### src/rtl/dmem_arb_pkg.sv
// Shared types and defaults for the data-memory arbiter (core vs. external requester).
package dmem_arb_pkg;

    localparam int unsigned DEF_ADDR_W       = 12;
    localparam int unsigned DEF_WORD_W       = 16;
    localparam int unsigned DEF_STARVE_LIMIT = 4;
    localparam int unsigned DEF_STARVE_CNT_W = 4;
    localparam int unsigned PERF_CNT_W       = 16;

    typedef enum logic {
        S_CORE      = 1'b0,
        S_EXT_FORCE = 1'b1
    } arb_state_e;

    // Legal starvation limit: 1..15 and representable in the counter width.
    function automatic logic limit_fits(input int unsigned limit, input int unsigned cnt_w);
        return (limit >= 1) && (limit <= 15) && (64'(limit) < (64'(1) << cnt_w));
    endfunction

endpackage

### src/rtl/dmem_arb_if.sv
// Core, external-requester and memory-side signals around dmem_arbiter.
interface dmem_arb_if
    import dmem_arb_pkg::*;
#(
    parameter int unsigned ADDR_W = DEF_ADDR_W,
    parameter int unsigned WORD_W = DEF_WORD_W
) ();

    logic              in_core_load;
    logic              in_core_store;
    logic [ADDR_W-1:0] in_core_rd_addr;
    logic [ADDR_W-1:0] in_core_wr_addr;
    logic [WORD_W-1:0] in_core_wr_word;
    logic              out_core_stall;

    logic              in_ext_req_valid;
    logic              out_ext_req_ready;
    logic              in_ext_we;
    logic [ADDR_W-1:0] in_ext_addr;
    logic [WORD_W-1:0] in_ext_wdata;
    logic              out_ext_rdata_valid;
    logic [WORD_W-1:0] out_ext_rdata;

    logic              out_dmem_en;
    logic              out_dmem_we;
    logic [ADDR_W-1:0] out_dmem_addr;
    logic [WORD_W-1:0] out_dmem_wdata;
    logic [WORD_W-1:0] in_dmem_rdata;

    // Arbiter view
    modport slave (
        input  in_core_load, in_core_store, in_core_rd_addr, in_core_wr_addr, in_core_wr_word,
        output out_core_stall,
        input  in_ext_req_valid, in_ext_we, in_ext_addr, in_ext_wdata,
        output out_ext_req_ready, out_ext_rdata_valid, out_ext_rdata,
        output out_dmem_en, out_dmem_we, out_dmem_addr, out_dmem_wdata,
        input  in_dmem_rdata
    );

    // Surrounding pipeline / requester / memory view
    modport master (
        output in_core_load, in_core_store, in_core_rd_addr, in_core_wr_addr, in_core_wr_word,
        input  out_core_stall,
        output in_ext_req_valid, in_ext_we, in_ext_addr, in_ext_wdata,
        input  out_ext_req_ready, out_ext_rdata_valid, out_ext_rdata,
        input  out_dmem_en, out_dmem_we, out_dmem_addr, out_dmem_wdata,
        output in_dmem_rdata
    );

endinterface

### src/rtl/dmem_arb_starve_ctr.sv
// Counts consecutive cycles the external request is held off by the core; flags a forced grant.
module dmem_arb_starve_ctr
    import dmem_arb_pkg::*;
#(
    parameter int unsigned STARVE_LIMIT = DEF_STARVE_LIMIT,
    parameter int unsigned CNT_W        = DEF_STARVE_CNT_W
) (
    input  logic clock,
    input  logic reset,
    input  logic ext_valid,
    input  logic ext_blocked,
    output logic force_next_c
);

    logic [CNT_W-1:0] cnt_q;
    logic [CNT_W-1:0] cnt_d;

    // Any cycle the request is not held off (handshake or valid low) restarts the count
    always_comb begin
        cnt_d = '0;
        if (ext_valid && ext_blocked) begin
            cnt_d = cnt_q + CNT_W'(1);
        end
    end

    assign force_next_c = (cnt_d == CNT_W'(STARVE_LIMIT));

    always_ff @(posedge clock or negedge reset) begin
        if (!reset) begin
            cnt_q <= '0;
        end else begin
            cnt_q <= cnt_d;
        end
    end

endmodule

### src/rtl/dmem_arbiter.sv
// Single-port dmem arbiter: core has priority, external port gets a forced grant after STARVE_LIMIT waits.
// Optional performance counters enabled by defining DMEM_ARB_PERF_EN.
module dmem_arbiter
    import dmem_arb_pkg::*;
#(
    parameter int unsigned DMEM_ADDR_WIDTH  = DEF_ADDR_W,
    parameter int unsigned DMEM_WORD_WIDTH  = DEF_WORD_W,
    parameter int unsigned STARVE_LIMIT     = DEF_STARVE_LIMIT,
    parameter int unsigned STARVE_CNT_WIDTH = DEF_STARVE_CNT_W
) (
    input  logic            clock,
    input  logic            reset,
    dmem_arb_if.slave       bus
`ifdef DMEM_ARB_PERF_EN
    ,
    output logic [PERF_CNT_W-1:0] out_perf_stall_cnt,
    output logic [PERF_CNT_W-1:0] out_perf_ext_cnt
`endif
);

    arb_state_e                 state_q;
    arb_state_e                 state_d;
    logic                       core_req;
    logic                       ext_blocked_c;
    logic                       force_next_c;
    logic                       en_c;
    logic                       we_c;
    logic [DMEM_ADDR_WIDTH-1:0] addr_c;
    logic [DMEM_WORD_WIDTH-1:0] wdata_c;
    logic                       ready_c;
    logic                       stall_c;
    logic                       ext_hs_c;
    logic                       rd_pending_q;
    logic                       rdata_valid_q;
    logic [DMEM_WORD_WIDTH-1:0] rdata_q;

    assign core_req      = bus.in_core_load | bus.in_core_store;
    // External request loses only to the core in normal state
    assign ext_blocked_c = (state_q == S_CORE) && core_req;
    assign ext_hs_c      = bus.in_ext_req_valid && ready_c;

    dmem_arb_starve_ctr #(
        .STARVE_LIMIT (STARVE_LIMIT),
        .CNT_W        (STARVE_CNT_WIDTH)
    ) u_starve_ctr (
        .clock        (clock),
        .reset        (reset),
        .ext_valid    (bus.in_ext_req_valid),
        .ext_blocked  (ext_blocked_c),
        .force_next_c (force_next_c)
    );

    always_ff @(posedge clock or negedge reset) begin
        if (!reset) begin
            state_q <= S_CORE;
        end else begin
            state_q <= state_d;
        end
    end

    // Next state and port muxing; everything is held at zero while reset is low
    always_comb begin
        state_d = S_CORE;
        en_c    = 1'b0;
        we_c    = 1'b0;
        addr_c  = '0;
        wdata_c = '0;
        ready_c = 1'b0;
        stall_c = 1'b0;
        if (reset) begin
            case (state_q)
                S_CORE: begin
                    if (core_req) begin
                        // Store wins over a simultaneous load
                        en_c    = 1'b1;
                        we_c    = bus.in_core_store;
                        addr_c  = bus.in_core_store ? bus.in_core_wr_addr : bus.in_core_rd_addr;
                        wdata_c = bus.in_core_wr_word;
                    end else if (bus.in_ext_req_valid) begin
                        en_c    = 1'b1;
                        we_c    = bus.in_ext_we;
                        addr_c  = bus.in_ext_addr;
                        wdata_c = bus.in_ext_wdata;
                        ready_c = 1'b1;
                    end
                    if (force_next_c) begin
                        state_d = S_EXT_FORCE;
                    end
                end
                S_EXT_FORCE: begin
                    if (bus.in_ext_req_valid) begin
                        en_c    = 1'b1;
                        we_c    = bus.in_ext_we;
                        addr_c  = bus.in_ext_addr;
                        wdata_c = bus.in_ext_wdata;
                        ready_c = 1'b1;
                        stall_c = core_req;
                    end
                end
                default: state_d = S_CORE;
            endcase
        end
    end

    // External read return: capture memory data one cycle after the handshake
    always_ff @(posedge clock or negedge reset) begin
        if (!reset) begin
            rd_pending_q  <= 1'b0;
            rdata_valid_q <= 1'b0;
            rdata_q       <= '0;
        end else begin
            rd_pending_q  <= ext_hs_c && !bus.in_ext_we;
            rdata_valid_q <= rd_pending_q;
            if (rd_pending_q) begin
                rdata_q <= bus.in_dmem_rdata;
            end
        end
    end

    assign bus.out_dmem_en         = en_c;
    assign bus.out_dmem_we         = we_c;
    assign bus.out_dmem_addr       = addr_c;
    assign bus.out_dmem_wdata      = wdata_c;
    assign bus.out_ext_req_ready   = ready_c;
    assign bus.out_core_stall      = stall_c;
    assign bus.out_ext_rdata_valid = rdata_valid_q;
    assign bus.out_ext_rdata       = rdata_q;

`ifdef DMEM_ARB_PERF_EN
    logic [PERF_CNT_W-1:0] perf_stall_q;
    logic [PERF_CNT_W-1:0] perf_ext_q;

    // Stall count saturates, handshake count wraps
    always_ff @(posedge clock or negedge reset) begin
        if (!reset) begin
            perf_stall_q <= '0;
            perf_ext_q   <= '0;
        end else begin
            if (stall_c && (perf_stall_q != {PERF_CNT_W{1'b1}})) begin
                perf_stall_q <= perf_stall_q + PERF_CNT_W'(1);
            end
            if (ext_hs_c) begin
                perf_ext_q <= perf_ext_q + PERF_CNT_W'(1);
            end
        end
    end

    assign out_perf_stall_cnt = perf_stall_q;
    assign out_perf_ext_cnt   = perf_ext_q;
`endif

`ifndef SYNTHESIS
    a_limit_cfg: assert property (@(posedge clock) limit_fits(STARVE_LIMIT, STARVE_CNT_WIDTH))
        else $error("dmem_arbiter: STARVE_LIMIT out of range for STARVE_CNT_WIDTH");

    a_load_store: assert property (@(posedge clock) disable iff (!reset)
        !(bus.in_core_load && bus.in_core_store))
        else $warning("dmem_arbiter: core load and store asserted together, load dropped");

    a_ext_stable: assert property (@(posedge clock) disable iff (!reset)
        (bus.in_ext_req_valid && !ready_c) |=>
        (!bus.in_ext_req_valid || $stable({bus.in_ext_we, bus.in_ext_addr, bus.in_ext_wdata})))
        else $error("dmem_arbiter: external request changed while waiting");
`endif

endmodule

### src/flat_wrapper.sv
// flat-port wrapper written by rule: the top's interface ports become plain ports
module dmem_arbiter_flat import dmem_arb_pkg::*;
#(
    parameter int unsigned DMEM_ADDR_WIDTH  = DEF_ADDR_W,
    parameter int unsigned DMEM_WORD_WIDTH  = DEF_WORD_W,
    parameter int unsigned STARVE_LIMIT     = DEF_STARVE_LIMIT,
    parameter int unsigned STARVE_CNT_WIDTH = DEF_STARVE_CNT_W
)
  (clock, reset, bus_in_core_load, bus_in_core_store, bus_in_core_rd_addr, bus_in_core_wr_addr, bus_in_core_wr_word, bus_out_core_stall, bus_in_ext_req_valid, bus_in_ext_we, bus_in_ext_addr, bus_in_ext_wdata, bus_out_ext_req_ready, bus_out_ext_rdata_valid, bus_out_ext_rdata, bus_out_dmem_en, bus_out_dmem_we, bus_out_dmem_addr, bus_out_dmem_wdata, bus_in_dmem_rdata);
  dmem_arb_if #(.ADDR_W((12)), .WORD_W((16))) bus_i ();
  input  logic clock;
  input  logic reset;
  input wire logic [$bits(bus_i.in_core_load)-1:0] bus_in_core_load;
  input wire logic [$bits(bus_i.in_core_store)-1:0] bus_in_core_store;
  input wire logic [$bits(bus_i.in_core_rd_addr)-1:0] bus_in_core_rd_addr;
  input wire logic [$bits(bus_i.in_core_wr_addr)-1:0] bus_in_core_wr_addr;
  input wire logic [$bits(bus_i.in_core_wr_word)-1:0] bus_in_core_wr_word;
  output wire logic [$bits(bus_i.out_core_stall)-1:0] bus_out_core_stall;
  input wire logic [$bits(bus_i.in_ext_req_valid)-1:0] bus_in_ext_req_valid;
  input wire logic [$bits(bus_i.in_ext_we)-1:0] bus_in_ext_we;
  input wire logic [$bits(bus_i.in_ext_addr)-1:0] bus_in_ext_addr;
  input wire logic [$bits(bus_i.in_ext_wdata)-1:0] bus_in_ext_wdata;
  output wire logic [$bits(bus_i.out_ext_req_ready)-1:0] bus_out_ext_req_ready;
  output wire logic [$bits(bus_i.out_ext_rdata_valid)-1:0] bus_out_ext_rdata_valid;
  output wire logic [$bits(bus_i.out_ext_rdata)-1:0] bus_out_ext_rdata;
  output wire logic [$bits(bus_i.out_dmem_en)-1:0] bus_out_dmem_en;
  output wire logic [$bits(bus_i.out_dmem_we)-1:0] bus_out_dmem_we;
  output wire logic [$bits(bus_i.out_dmem_addr)-1:0] bus_out_dmem_addr;
  output wire logic [$bits(bus_i.out_dmem_wdata)-1:0] bus_out_dmem_wdata;
  input wire logic [$bits(bus_i.in_dmem_rdata)-1:0] bus_in_dmem_rdata;
  assign bus_i.in_core_load = bus_in_core_load;
  assign bus_i.in_core_store = bus_in_core_store;
  assign bus_i.in_core_rd_addr = bus_in_core_rd_addr;
  assign bus_i.in_core_wr_addr = bus_in_core_wr_addr;
  assign bus_i.in_core_wr_word = bus_in_core_wr_word;
  assign bus_out_core_stall = bus_i.out_core_stall;
  assign bus_i.in_ext_req_valid = bus_in_ext_req_valid;
  assign bus_i.in_ext_we = bus_in_ext_we;
  assign bus_i.in_ext_addr = bus_in_ext_addr;
  assign bus_i.in_ext_wdata = bus_in_ext_wdata;
  assign bus_out_ext_req_ready = bus_i.out_ext_req_ready;
  assign bus_out_ext_rdata_valid = bus_i.out_ext_rdata_valid;
  assign bus_out_ext_rdata = bus_i.out_ext_rdata;
  assign bus_out_dmem_en = bus_i.out_dmem_en;
  assign bus_out_dmem_we = bus_i.out_dmem_we;
  assign bus_out_dmem_addr = bus_i.out_dmem_addr;
  assign bus_out_dmem_wdata = bus_i.out_dmem_wdata;
  assign bus_i.in_dmem_rdata = bus_in_dmem_rdata;
  dmem_arbiter #(.DMEM_ADDR_WIDTH(DMEM_ADDR_WIDTH), .DMEM_WORD_WIDTH(DMEM_WORD_WIDTH), .STARVE_LIMIT(STARVE_LIMIT), .STARVE_CNT_WIDTH(STARVE_CNT_WIDTH)) u_core (.clock(clock), .reset(reset), .bus(bus_i));
endmodule
### config.mk
export PLATFORM = sky130hd
export DESIGN_NAME = dmem_arbiter_flat
export DESIGN_NICKNAME = d
export VERILOG_FILES = /design/src/rtl/dmem_arb_pkg.sv /design/src/rtl/dmem_arb_if.sv /design/src/rtl/dmem_arb_starve_ctr.sv /design/src/rtl/dmem_arbiter.sv /design/src/flat_wrapper.sv
export SDC_FILE = /design/constraint.sdc
export NUM_CORES = 1
export LEC_CHECK = 0
export ABC_CLOCK_PERIOD_IN_PS = 1690
export BUFFER_PORTS_ARGS = -buffer_cell sky130_fd_sc_hd__buf_2
export CORE_MARGIN = 2
export CORE_UTILIZATION = 36
export CTS_CLUSTER_SIZE = 8
export DETAILED_ROUTE_END_ITERATION = 8
export PLACE_DENSITY = 0.88
export SLEW_MARGIN = 20
export SYNTH_ARGS = -nofsm -noshare
export SYNTH_HDL_FRONTEND = slang
export SYNTH_SLANG_ARGS = --single-unit
### constraint.sdc
create_clock -name clock -period 1.69 [get_ports clock]
set_input_delay 0.169 -clock clock [delete_from_list [all_inputs] [get_ports clock]]
set_output_delay 0.169 -clock clock [all_outputs]
set_load 0.005 [all_outputs]
==> out/qor.tcl <==
set qor(hold_viol_final) 0
set qor(final-setup-viol-count) 0
set qor(synth_seq_area_share_pct) 41.33
set qor(initial_standard_cell_utilization_of_the_core_pct) 37.75
set qor(layout_min_cycle_time_ns) 1.668
set qor(hold_class) {input pin to asynchronous set/reset pin}
set qor(arrival_ns) 1.50
set qor(synthMostInstantiatedCell) {sky130_fd_sc_hd__dfrtp_1}
set qor(post_route_cells_drive_above_1_share_pct) 65.02
set qor(clock-sinks) 23
set qor(achievable-frequency_mhz) 599.5
set qor(dieHeight_um) 66.20
set qor(outcome) {completed}
set qor(ioPinCount) 139
set qor(r2r-start) {u_core.u_starve_ctr.cnt_q[0]}
set qor(tritoncts_clock_tree) {yes}
set qor(clock_tree.buffer_depth) 2
set qor(synth_common_cells) {sky130_fd_sc_hd__dfrtp_1, sky130_fd_sc_hd__a22o_1, sky130_fd_sc_hd__mux2_2}
set qor(globalRouteTotalUtil_pct) 17.65
set qor(area_growth_syn_to_layout_pct) 60.29
set qor(timing.reg2reg.setup_slack_ns) 0.44
set qor(number_of_nets_still_failing_antenna_checks_after_routing) 0
set qor(timing.reg2reg.worst_path_depth) 4
set qor(drv_slew) 0
set qor(grt_max_degree) 28
set qor(post_drt_via_cell_ratio) 4.804
set qor(total_switching_power_mw) 0.4174
set qor(synth_cell_types) 25
set qor(power_density_nw_per_um2) 689.7
set qor(vias) 1494
set qor(worst_ep_required_time_ns) 1.52
set qor(final_nets) 355
set qor(drt-initial-drc-count) 49
set qor(synth-async-reset-ratio_pct) 100.0
set qor(ys.warnings.count) 0
set qor(die_area_um2) 4382
set qor(critPathCaptureType) {output pin}
set qor(critical_path.startpoint_type) {flip-flop}
set qor(netlist_area_um2) 1393
set qor(power_frac_clock_pct) 21.2
set qor(wl_per_cell_um) 14.20
set qor(timing.max_slew.rel_slack_pct) 75.10
set qor(syn-instance-count) 119
set qor(tightestPinTransition_ns) 0.3734
set qor(cts_htree_levels) 1
set qor(cts_root_buffer) {sky130_fd_sc_hd__clkbuf_8}
set qor(fp.dieW_um) 66.20
set qor(numPortBuffers) 138
set qor(synthesis.nets) 210
set qor(critical_path_peak_fanout) 16
set qor(diodes) 0
set qor(drt_pass_1_iters) 4
set qor(final_worst_clock_skew_ns) 0.003882
set qor(netlist.top_cell.by_area) {sky130_fd_sc_hd__dfrtp_1}
set qor(core_region_area_um2) 3689
set qor(worst_setup_hold_path_clk_slew_ns) 0.07
set qor(critPathKind) {flip-flop to output pin}
set qor(cts_inserted_buffers) 3
set qor(postLayoutCoreUtil_pct) 60.52
set qor(power.leakage_nw) 1.278
set qor(seq_power_share_pct) 45.2
set qor(detail_route.wirelength_um) 4416
set qor(ys_ff_latch) 23
set qor(synth.top_cell.area_share_pct) 41.33
set qor(drc_errors) 0
set qor(dp_hpwl_um) 3518
set qor(setup-tns-final_ns) 0
set qor(grt_antenna_before_repair) 0
set qor(netlist_top_cells_area) {sky130_fd_sc_hd__dfrtp_1, sky130_fd_sc_hd__mux2_2, sky130_fd_sc_hd__a22o_1, sky130_fd_sc_hd__mux2i_1, sky130_fd_sc_hd__o2bb2ai_1}
set qor(grt_first_pass_wirelength_um) 5954
set qor(r2r_end) {u_core.state_q}
set qor(grt-ovfl-total) 0
set qor(edff_count_synth) 0
set qor(combinationalPowerShare_pct) 33.6
set qor(place_congestion) 0.7439
set qor(netSwitchingFraction_pct) 27.12
set qor(finalCritPeriodShare_pct) 98.71
set qor(rsz0062_at_grt) {true}
set qor(clock_latency_of_the_later_clocked_register_in_the_worst_skew_pair_ns) 0.26
set qor(std_cell_rows) 22
set qor(syn_area_per_cell_um2) 11.70
set qor(yosys_most_used_dff) {sky130_fd_sc_hd__dfrtp_1}
set qor(vdd_ir_drop_max_v) 0.0003916
set qor(int_pwr_mw) 1.122
set qor(max_cap_violations) 0
set qor(vias_in_the_first_global_route) 1334
[state kept, by name (all words and copies together) (netlist names)]
register,flops
u_core.bus.out_ext_rdata_valid,1
u_core.bus.out_ext_rdata,16
u_core.state_q,1
u_core.u_starve_ctr.cnt_q,4
u_core.rd_pending_q,1
[power groups by stage]
stage | logic, mW | clock network, mW | registers (mW)
5_1_grt | 0.565 | 0.369 | 0.708
2_1_floorplan | 0.206 | 0 | 0.715
3_3_place_gp | 0.494 | 0 | 0.699
3_5_place_dp | 0.504 | 0 | 0.708
4_1_cts | 0.511 | 0.337 | 0.697
6_report | 0.517 | 0.326 | 0.696
[cells by family (layout without fill, tap and decap cells)]
logic type	after synthesis	count (layout)	synth area share, %
AOI/OAI and AO/OA	35	35	21.56
xor gates and xnor gates	2	2	1.258
adders and majority gates	1	1	0.8983
buffers and inverters	10	152	5.121
DFF	23	23	41.33
muxes	28	28	21.56
and+or+nand+nor	20	22	8.264
[layout make-up]
| type | instances | area, um2 |
|---|---|---|
| Timing Repair Buffer | 146 | 765.7 |
| Inverter | 2 | 7.507 |
| Clock buffer | 4 | 45.04 |
| Sequential cell | 23 | 575.6 |
| Multi-Input combinational cell | 88 | 778.2 |
| Fill cell | 305 | 1456 |
| Tap cell | 48 | 60.06 |
[cells in the final DEF, fill, tap and decap left out]
cell / synthesis / layout
sky130_fd_sc_hd__o21ai_2: 0 / 1
sky130_fd_sc_hd__buf_2: 3 / 138
sky130_fd_sc_hd__xnor2_1: 1 / 1
sky130_fd_sc_hd__and3_4: 1 / 4
sky130_fd_sc_hd__dlygate4sd3_1: 0 / 1
sky130_fd_sc_hd__dlymetal6s4s_1: 0 / 1
sky130_fd_sc_hd__o21ai_1: 2 / 1
sky130_fd_sc_hd__o21a_1: 5 / 5
sky130_fd_sc_hd__o211ai_1: 1 / 1
sky130_fd_sc_hd__buf_6: 4 / 2
sky130_fd_sc_hd__inv_1: 2 / 2
sky130_fd_sc_hd__mux2i_1: 12 / 12
sky130_fd_sc_hd__o2bb2ai_1: 8 / 8
sky130_fd_sc_hd__nor4b_2: 1 / 1
sky130_fd_sc_hd__mux2_2: 16 / 16
sky130_fd_sc_hd__clkbuf_8: 0 / 3
sky130_fd_sc_hd__and2b_2: 0 / 1
sky130_fd_sc_hd__xor2_1: 1 / 1
sky130_fd_sc_hd__nor2_1: 9 / 9
sky130_fd_sc_hd__and2b_1: 2 / 1
sky130_fd_sc_hd__dfrtp_1: 23 / 23
sky130_fd_sc_hd__buf_4: 0 / 4
sky130_fd_sc_hd__clkbuf_1: 1 / 1
sky130_fd_sc_hd__nand2_1: 1 / 1
sky130_fd_sc_hd__and3_1: 4 / 3
sky130_fd_sc_hd__o21bai_4: 1 / 1
sky130_fd_sc_hd__a22o_1: 17 / 17
sky130_fd_sc_hd__a21boi_0: 1 / 1
sky130_fd_sc_hd__or2_1: 1 / 1
sky130_fd_sc_hd__nand3_1: 1 / 1
sky130_fd_sc_hd__ha_1: 1 / 1
[metrics by stage]
stage	worst slack, ns	power, mW	instances	area [um2]	hold slack [ns]
after floorplan	0.2903	0.9210	119	1393	-0.1266
after detailed placement	0.2305	1.212	302	2117	0.008543
final	0.02184	1.540	311	2232	0.01249
after CTS	-0.02095	1.546	308	2182	0.1365
after global routing	-0.03030	1.643	311	2232	0.003666
after global placement	0.2440	1.193	302	2117	0.01025
[how the worst max path moves through the flow]
stage,from,slack (ns),endpoint,cells past startpoint
2_1_floorplan,u_core.state_q,0.29,bus_out_dmem_wdata[10],5
3_3_place_gp,u_core.state_q,0.24,bus_out_dmem_addr[4],4
3_5_place_dp,bus_in_core_store,0.23,bus_out_dmem_wdata[1],5
4_1_cts,u_core.state_q,-0.02,bus_out_dmem_wdata[3],4
5_1_grt,u_core.state_q,-0.03,bus_out_dmem_wdata[3],5
6_report,u_core.state_q,0.02,bus_out_dmem_wdata[3],5
[critical path, stage by stage, from the launching register on]
cell	delay [ns]
sky130_fd_sc_hd__dfrtp_1	0.41
sky130_fd_sc_hd__and2b_2	0.26
sky130_fd_sc_hd__o21a_1	0.14
sky130_fd_sc_hd__buf_6	0.16
sky130_fd_sc_hd__a22o_1	0.15
sky130_fd_sc_hd__buf_2	0.11
[repair_timing]
action,CTS,global route
buffers inserted,0,1
pin swaps,1,3
cloned,0,2
endpoints found under the setup margin,19,26
endpoints found under the hold margin,5,0
hold buffers,2,0
resized for setup,0,8
[layer usage]
metal  global-route usage [%]  vias to the layer above  share of wire, %
li1                         -                      743                 -
met1                    19.98                      683                39
met2                    33.38                       63                54
met3                    3.066                        5               6.5
met4                    5.102                        0              0.82
met5                        0                        -                 0
Note: power is estimated with default switching activity, not from simulation.
